`src/rtl/proc_debug_pkg.sv`:
```
// ----------------------------------------------------------------------------
// proc_debug_pkg
// Shared constants and types for the processor debug-parameter port. The
// processor's debug mux and the host-side reader both use these so the
// address map stays in one place.
//   DBG_ADDR_W   width of debug_reg_addr
//   DBG_ADDR_IP  address that selects the instruction pointer (r0..r7 are 0..7)
//   dbg_state_t  reader FSM states
//   dbg_addr_step  address sweep helper (increments, saturates at 'last')
// ----------------------------------------------------------------------------
package proc_debug_pkg;

    localparam int DBG_ADDR_W = 4;
    localparam logic [DBG_ADDR_W-1:0] DBG_ADDR_IP = 4'd8;

    typedef enum logic [2:0] {
        ST_IDLE    = 3'd0,
        ST_CAPTURE = 3'd1,
        ST_STREAM  = 3'd2,
        ST_HOLD    = 3'd3,
        ST_RESUME  = 3'd4,
        ST_RELEASE = 3'd5
    } dbg_state_t;

    // Next sweep address: counts up and then parks on the last address.
    function automatic logic [DBG_ADDR_W-1:0] dbg_addr_step(
        input logic [DBG_ADDR_W-1:0] addr,
        input logic [DBG_ADDR_W-1:0] last
    );
        return (addr == last) ? addr : addr + DBG_ADDR_W'(1);
    endfunction

endpackage

```
`src/rtl/proc_debug_reader_if.sv`:
```
// ----------------------------------------------------------------------------
// proc_debug_reader_if
// Snapshot stream channel from the debug reader to a downstream consumer
// (UART/JTAG bridge). Plain valid/ready: a word moves on a rising edge where
// snap_valid && snap_ready.
//   snap_valid  producer has a word
//   snap_ready  consumer accepts the word
//   snap_data   snapshot word
//   snap_index  debug address the word was read from
//   snap_last   marks the final word of a snapshot
// master = producer (reader), slave = consumer.
// ----------------------------------------------------------------------------
interface proc_debug_reader_if
    import proc_debug_pkg::*;
#(
    parameter int WORD_SIZE = 18
);
    logic                  snap_valid;
    logic                  snap_ready;
    logic [WORD_SIZE-1:0]  snap_data;
    logic [DBG_ADDR_W-1:0] snap_index;
    logic                  snap_last;

    modport master (
        output snap_valid,
        output snap_data,
        output snap_index,
        output snap_last,
        input  snap_ready
    );

    modport slave (
        input  snap_valid,
        input  snap_data,
        input  snap_index,
        input  snap_last,
        output snap_ready
    );
endinterface

```
`src/rtl/debug_snapshot_buf.sv`:
```
// ----------------------------------------------------------------------------
// debug_snapshot_buf
// NUM_PARAMS x WORD_SIZE register file holding one halt snapshot.
//   clock    write clock
//   i_wr_en  write strobe
//   i_wr_addr / i_wr_data  write port
//   i_rd_addr  read address (combinational read)
//   o_rd_data  read data; out-of-range addresses read as 0
// Contents are not reset: every entry is rewritten before it is read.
// ----------------------------------------------------------------------------
module debug_snapshot_buf
    import proc_debug_pkg::*;
#(
    parameter int WORD_SIZE  = 18,
    parameter int NUM_PARAMS = 9
)
(
    input  logic                  clock,
    input  logic                  i_wr_en,
    input  logic [DBG_ADDR_W-1:0] i_wr_addr,
    input  logic [WORD_SIZE-1:0]  i_wr_data,
    input  logic [DBG_ADDR_W-1:0] i_rd_addr,
    output logic [WORD_SIZE-1:0]  o_rd_data
);

    logic [WORD_SIZE-1:0] r_mem [NUM_PARAMS];

    always_ff @(posedge clock) begin
        if (i_wr_en) begin
            r_mem[i_wr_addr] <= i_wr_data;
        end
    end

    // The reader computes "index+1" one step past the end; return 0 there.
    assign o_rd_data = (int'(i_rd_addr) < NUM_PARAMS) ? r_mem[i_rd_addr] : '0;

endmodule

```
`src/rtl/proc_debug_reader.sv`:
```
// ----------------------------------------------------------------------------
// proc_debug_reader
// Host-side initiator for the processor debug port and wait/continue
// handshake. When the core parks on a wait instruction it sweeps the debug
// address over r0..r7 and ip, captures each word into a snapshot buffer,
// streams the snapshot out, then releases the core with a one-cycle pulse.
//   clock, reset_n            clock, asynchronous active-low reset
//   wait_for_continue         core halted on a wait instruction
//   wait_continue_execution   one-cycle release pulse to the core
//   debug_get_param           debug port enable (high only while capturing)
//   debug_reg_addr            debug parameter address
//   debug_data_out            debug parameter value from the core
//   snap (master)             snapshot stream channel
//   resume_request            consumer permits the core to continue (level)
//   auto_resume               resume without waiting for resume_request
//   busy                      FSM is not idle
//   halt_count                completed halt/resume cycles (wraps)
// All outputs are registered.
// ----------------------------------------------------------------------------
module proc_debug_reader
    import proc_debug_pkg::*;
#(
    parameter int WORD_SIZE     = 18,
    parameter int NUM_PARAMS    = 9,
    parameter int DEBUG_LATENCY = 1
)
(
    input  logic                  clock,
    input  logic                  reset_n,
    input  logic                  wait_for_continue,
    output logic                  wait_continue_execution,
    output logic                  debug_get_param,
    output logic [DBG_ADDR_W-1:0] debug_reg_addr,
    input  logic [WORD_SIZE-1:0]  debug_data_out,
    proc_debug_reader_if.master   snap,
    input  logic                  resume_request,
    input  logic                  auto_resume,
    output logic                  busy,
    output logic [15:0]           halt_count
);

    localparam int CAP_CYCLES = NUM_PARAMS + DEBUG_LATENCY;
    localparam int CNT_W      = $clog2(CAP_CYCLES + 1);
    localparam logic [DBG_ADDR_W-1:0] LAST_IDX = DBG_ADDR_W'(NUM_PARAMS - 1);

    dbg_state_t            r_state;
    logic [CNT_W-1:0]      r_cnt;
    logic [DBG_ADDR_W-1:0] r_addr;
    logic                  r_get_param;
    logic                  r_wce;
    logic                  r_busy;
    logic [15:0]           r_halt_count;
    logic                  r_snap_valid;
    logic [WORD_SIZE-1:0]  r_snap_data;
    logic [DBG_ADDR_W-1:0] r_snap_index;
    logic                  r_snap_last;

    int                    w_wr_off;
    logic                  w_wr_en;
    logic [DBG_ADDR_W-1:0] w_wr_addr;
    logic [DBG_ADDR_W-1:0] w_rd_addr;
    logic [WORD_SIZE-1:0]  w_rd_data;
    logic                  w_xfer;

    // r_cnt counts CAPTURE cycles from 0. The word for address k is on
    // debug_data_out during CAPTURE cycle k+DEBUG_LATENCY-1, so it is written
    // at the end of that cycle.
    assign w_wr_off  = int'(r_cnt) - (DEBUG_LATENCY - 1);
    assign w_wr_en   = (r_state == ST_CAPTURE) && (w_wr_off >= 0) && (w_wr_off < NUM_PARAMS);
    assign w_wr_addr = DBG_ADDR_W'(w_wr_off);

    // Read one word ahead so the next snapshot word loads on the accept edge.
    assign w_rd_addr = (r_state == ST_STREAM) ? r_snap_index + DBG_ADDR_W'(1) : '0;
    assign w_xfer    = r_snap_valid && snap.snap_ready;

    debug_snapshot_buf #(
        .WORD_SIZE  (WORD_SIZE),
        .NUM_PARAMS (NUM_PARAMS)
    ) u_buf (
        .clock     (clock),
        .i_wr_en   (w_wr_en),
        .i_wr_addr (w_wr_addr),
        .i_wr_data (debug_data_out),
        .i_rd_addr (w_rd_addr),
        .o_rd_data (w_rd_data)
    );

    always_ff @(posedge clock or negedge reset_n) begin
        if (!reset_n) begin
            r_state      <= ST_IDLE;
            r_cnt        <= '0;
            r_addr       <= '0;
            r_get_param  <= 1'b0;
            r_wce        <= 1'b0;
            r_busy       <= 1'b0;
            r_halt_count <= '0;
            r_snap_valid <= 1'b0;
            r_snap_data  <= '0;
            r_snap_index <= '0;
            r_snap_last  <= 1'b0;
        end else begin
            r_wce <= 1'b0;
            case (r_state)
                ST_IDLE: begin
                    if (wait_for_continue) begin
                        r_state     <= ST_CAPTURE;
                        r_cnt       <= '0;
                        r_addr      <= '0;
                        r_get_param <= 1'b1;
                        r_busy      <= 1'b1;
                    end
                end

                ST_CAPTURE: begin
                    r_cnt  <= r_cnt + CNT_W'(1);
                    r_addr <= dbg_addr_step(r_addr, LAST_IDX);
                    if (r_cnt == CNT_W'(CAP_CYCLES - 1)) begin
                        // Last word is already in the buffer; present word 0.
                        r_state      <= ST_STREAM;
                        r_get_param  <= 1'b0;
                        r_addr       <= '0;
                        r_snap_valid <= 1'b1;
                        r_snap_data  <= w_rd_data;
                        r_snap_index <= '0;
                        r_snap_last  <= (LAST_IDX == '0);
                    end
                end

                ST_STREAM: begin
                    if (w_xfer) begin
                        if (r_snap_last) begin
                            r_state      <= ST_HOLD;
                            r_snap_valid <= 1'b0;
                            r_snap_last  <= 1'b0;
                        end else begin
                            r_snap_index <= r_snap_index + DBG_ADDR_W'(1);
                            r_snap_data  <= w_rd_data;
                            r_snap_last  <= ((r_snap_index + DBG_ADDR_W'(1)) == LAST_IDX);
                        end
                    end
                end

                ST_HOLD: begin
                    if (resume_request || auto_resume) begin
                        r_state      <= ST_RESUME;
                        r_wce        <= 1'b1;
                        r_halt_count <= r_halt_count + 16'd1;
                    end
                end

                ST_RESUME: begin
                    r_state <= ST_RELEASE;
                end

                ST_RELEASE: begin
                    // A still-high wait level belongs to the halt just served.
                    if (!wait_for_continue) begin
                        r_state <= ST_IDLE;
                        r_busy  <= 1'b0;
                    end
                end

                default: begin
                    r_state     <= ST_IDLE;
                    r_busy      <= 1'b0;
                    r_get_param <= 1'b0;
                end
            endcase
        end
    end

    assign wait_continue_execution = r_wce;
    assign debug_get_param         = r_get_param;
    assign debug_reg_addr          = r_addr;
    assign busy                    = r_busy;
    assign halt_count              = r_halt_count;
    assign snap.snap_valid         = r_snap_valid;
    assign snap.snap_data          = r_snap_data;
    assign snap.snap_index         = r_snap_index;
    assign snap.snap_last          = r_snap_last;

endmodule

```
`src/flat_wrapper.sv`:
```
// flat-port wrapper written by rule: the top's interface ports become plain ports
module proc_debug_reader_flat import proc_debug_pkg::*;
#(
    parameter int WORD_SIZE     = 18,
    parameter int NUM_PARAMS    = 9,
    parameter int DEBUG_LATENCY = 1
)
  (clock, reset_n, wait_for_continue, wait_continue_execution, debug_get_param, debug_reg_addr, debug_data_out, resume_request, auto_resume, busy, halt_count, snap_snap_valid, snap_snap_data, snap_snap_index, snap_snap_last, snap_snap_ready);
  proc_debug_reader_if #(.WORD_SIZE(WORD_SIZE)) snap_i ();
  input  logic clock;
  input  logic reset_n;
  input  logic wait_for_continue;
  output logic wait_continue_execution;
  output logic debug_get_param;
  output logic [DBG_ADDR_W-1:0] debug_reg_addr;
  input  logic [WORD_SIZE-1:0] debug_data_out;
  input  logic resume_request;
  input  logic auto_resume;
  output logic busy;
  output logic [15:0] halt_count;
  output wire logic [$bits(snap_i.snap_valid)-1:0] snap_snap_valid;
  output wire logic [$bits(snap_i.snap_data)-1:0] snap_snap_data;
  output wire logic [$bits(snap_i.snap_index)-1:0] snap_snap_index;
  output wire logic [$bits(snap_i.snap_last)-1:0] snap_snap_last;
  input wire logic [$bits(snap_i.snap_ready)-1:0] snap_snap_ready;
  assign snap_snap_valid = snap_i.snap_valid;
  assign snap_snap_data = snap_i.snap_data;
  assign snap_snap_index = snap_i.snap_index;
  assign snap_snap_last = snap_i.snap_last;
  assign snap_i.snap_ready = snap_snap_ready;
  proc_debug_reader #(.WORD_SIZE(WORD_SIZE), .NUM_PARAMS(NUM_PARAMS), .DEBUG_LATENCY(DEBUG_LATENCY)) u_core (.clock(clock), .reset_n(reset_n), .wait_for_continue(wait_for_continue), .wait_continue_execution(wait_continue_execution), .debug_get_param(debug_get_param), .debug_reg_addr(debug_reg_addr), .debug_data_out(debug_data_out), .snap(snap_i), .resume_request(resume_request), .auto_resume(auto_resume), .busy(busy), .halt_count(halt_count));
endmodule
```
`config.mk`:
```
export PLATFORM = sky130hd
export DESIGN_NAME = proc_debug_reader_flat
export DESIGN_NICKNAME = d
export VERILOG_FILES = /design/src/rtl/proc_debug_pkg.sv /design/src/rtl/proc_debug_reader_if.sv /design/src/rtl/debug_snapshot_buf.sv /design/src/rtl/proc_debug_reader.sv /design/src/flat_wrapper.sv
export SDC_FILE = /design/constraint.sdc
export NUM_CORES = 1
export LEC_CHECK = 0
export CAP_MARGIN = 10
export CORE_MARGIN = 4
export CORE_UTILIZATION = 50
export DETAILED_ROUTE_END_ITERATION = 8
export PLACE_DENSITY = 0.69
export SYNTH_ARGS = -nofsm -noshare
export SYNTH_HDL_FRONTEND = slang
export SYNTH_SLANG_ARGS = --single-unit
```
`constraint.sdc`:
```
create_clock -name clock -period 5.1 [get_ports clock]
set_clock_uncertainty 0.15 [all_clocks]
set_input_delay 0.765 -clock clock [delete_from_list [all_inputs] [get_ports clock]]
set_output_delay 0.765 -clock clock [all_outputs]
set_load 0.005 [all_outputs]
```
==> results.py <==
metrics = {
    "run_status": {
        "status": "complete, no violations",
    },
    "clocking": {
        "cts_made_buffers": 22,
        "htree_levels": 1,
        "cts_tree": "yes",
        "post-cts-setup-buffer-count": 0,
        "cts_hold_buf": 0,
        "clock_latency_ps": 500,
        "clk_pin_slew_ps": 60,
        "clock_path_buffers": 3,
        "post_cts_resized": 0,
        "clock_sinks": 216,
        "root_buffer": "clkbuf_16",
    },
    "critical_path": {
        "worstSetupStartpointType": "register",
        "cp.required_ps": 5340,
        "slowest_stage": "dfrtp_1",
        "critical_path_class": "register to register",
        "cp_cell_sequence": "ha_1, nand4bb_1, buf_4, nor2_1, a222oi_1, o31a_1, o31ai_1",
        "crit_fanout": 26,
        "cp_slowest_stage_delay_ps": 1020,
        "cp-end-kind": "register",
        "arrival_ps": 3910,
    },
    "die": {
        "fp.dieH_um": 141,
        "ios": 71,
        "rows": 48,
        "die_w_um": 141,
        "core-area_um2": 17400,
        "start_util": 0.511,
        "dieArea_um2": 19900,
    },
    "cells_and_area": {
        "antenna_cells": 0,
        "final_area_um2": 10500,
        "layout_commonest_cell": "edfxtp_1",
        "nFillCells": 1283,
        "area_delta_synth_final_pct": 18.7,
        "final_nets": 763,
        "ff_latch_area_um2": 6220,
        "multi_input_area_um2": 2460,
        "layout_common_cells": "edfxtp_1 (162), nand2_1 (103), clkdlybuf4s50_1 (69), dfrtp_1 (54), o21ai_0 (37)",
        "drive_above_1_share": 0.0751,
    },
    "yosys": {
        "syn_nets": 698,
        "synth_edf_count": 162,
        "synth.top_cell.area_share": 0.548,
        "async_reset_ff_frac": 0.250,
        "ys_ff_latch": 216,
        "synth_top_area_cell": "edfxtp_1",
        "ys_seq_area_frac": 0.701,
        "synth-main-ff-cell": "edfxtp_1",
        "syn-instance-count": 665,
        "synth_area_um2": 8870,
        "synth_cell_type_count": 60,
        "synth.area.top_cells": "edfxtp_1 (55%), dfrtp_1 (15%), nand2_1 (4.4%)",
        "avgSynthCellArea_um2": 13.3,
        "synth_warnings": 0,
    },
    "global_route": {
        "antenna_found_initial": 0,
        "track_usage": 0.207,
        "grt_pass1_wl_mm": 32.4,
        "grt-ovfl-total": 0,
        "grt_pass1_vias": 5797,
        "grt_max_degree": 66,
    },
    "route": {
        "drc_errors": 0,
        "wl_mm": 21.1,
        "via_per_inst": 6.00,
        "drtIter0Drc": 497,
        "drtAntennaViolNets": 0,
        "wl_per_cell_um": 21.7,
        "drt_first_pass_iters": 5,
        "vias": 5823,
    },
    "placement": {
        "io_buffers": 70,
        "place_hpwl_mm": 11.9,
        "placed_area_um2": 9720,
        "gp_congestion": 0.809,
    },
    "job": {
        "drv_cap": 0,
    },
    "pwr": {
        "seqPwrFrac": 0.423,
        "power_density_nw_per_um2": 541,
        "leakage_nw": 3.74,
        "p_switching_mw": 1.80,
        "p_int_mw": 3.90,
        "combPwrFrac": 0.265,
        "swShare": 0.315,
        "pwr-share-clk": 0.312,
        "peakVddDrop_mv": 0.364,
    },
    "sta": {
        "rsz0062_at_grt": "false",
        "min_period_ps": 3670,
        "period_share": 0.719,
        "setup_viol": 0,
        "totalNegativeSetupSlack_ps": 0,
        "slew_headroom": 0.194,
        "finalMaxSlewViolations": 0,
        "worst_slew_pin_slew_ps": 1210,
        "hold_viol_final": 0,
        "fmax_ghz": 0.273,
    },
    "min_path": {
        "hp-class": "input port to async pin",
    },
}
worst paths after layout:
check                                                      start                               endpoint  slack (ps)  cells after the start
max in group asynchronous                                reset_n   u_core.snap.snap_data[7]$_DFFE_PN0P_        4020                      2
hold / removal                                           reset_n   u_core.debug_reg_addr[3]$_DFFE_PN0P_         280                      2
hold reg to reg                u_core.halt_count[15]$_DFFE_PN0P_      u_core.halt_count[15]$_DFFE_PN0P_         320                      1
setup reg to reg           u_core.snap.snap_index[0]$_DFFE_PN0P_  u_core.snap.snap_data[15]$_DFFE_PN0P_        1430                      7
min in group clock             u_core.halt_count[15]$_DFFE_PN0P_      u_core.halt_count[15]$_DFFE_PN0P_         320                      1
setup / recovery           u_core.snap.snap_index[0]$_DFFE_PN0P_  u_core.snap.snap_data[15]$_DFFE_PN0P_        1430                      7
synth_stat cells (all sizes together) (6+ instances only):
cell type  instances
inv                8
dfrtp             54
ha                 9
nor4              14
and2              11
a32oi              6
xor2               8
nor2              37
a21oi             24
a211oi            11
a221oi            17
o21ai             43
nand2            105
clkbuf            19
buf               16
edfxtp           162
o31ai             12
xnor2             11
mux2i              7
a22oi             11
nand3              7
nor2b             16
flip-flops by register name, indices dropped and copies added (netlist names):
name / count
u_core.debug_reg_addr: 4
u_core.busy: 1
u_core.r_cnt: 4
u_core.debug_get_param: 1
u_core.wait_continue_execution: 1
u_core.snap.snap_last: 1
u_core.halt_count: 16
u_core.snap.snap_valid: 1
u_core.u_buf.r_mem: 162
u_core.snap.snap_data: 18
u_core.r_state: 3
u_core.snap.snap_index: 4
logic make-up after synthesis:
group	after synthesis	share of synthesized area
compound gates	146	0.110
xor+xnor	19	0.0188
fa+ha+maj	9	0.0127
buf+inv	43	0.0227
flops	216	0.701
mux	10	0.0117
simple gates	222	0.123
critical path: cells and delay by family, from the launching register on:
family / cells / cell delay [ps]
and+or+nand+nor: 2 / 670
AOI/OAI and AO/OA: 3 / 670
DFF: 1 / 1020
adders and majority gates: 1 / 780
buffers and inverters: 1 / 260
through the flow:
stage                     power, mW  std cells  hold slack [ps]   util  setup WS (ps)
after global placement         3.88        931              310  0.560           1650
after CTS                      5.72        971              289  0.607           1500
after detailed placement       3.95        931              322  0.560           1590
after floorplan                3.34        665              315      -           2740
final                          5.70        971              276  0.607           1430
after global routing           5.98        971              335  0.607           1240
power by group through the flow:
| stage | registers (mW) | logic, mW | clock network [mW] |
|---|---|---|---|
| finish | 2.41 | 1.51 | 1.78 |
| global route | 2.44 | 1.66 | 1.88 |
| CTS | 2.41 | 1.52 | 1.80 |
| detailed placement | 2.44 | 1.51 | 0 |
| global placement | 2.43 | 1.46 | 0 |
| floorplan | 2.33 | 1.01 | 0 |
per-layer routing:
layer  GRT usage  vias to the layer above  part of all wire
met4      0.0551                        0             0.021
met1       0.291                     2919              0.43
li1            -                     2633                 -
met5           0                        -                 0
met3      0.0282                       41             0.067
met2       0.344                      230              0.49
final cells by class:
cell class | count | area share
Sequential cell | 216 | 0.590
Multi-Input combinational cell | 406 | 0.233
Timing Repair Buffer | 76 | 0.0703
Clock buffer | 27 | 0.0561
Tap cell | 225 | 0.0267
Clock inverter | 13 | 0.0207
Inverter | 8 | 0.00285
Note: power is estimated with default switching activity, not from simulation.
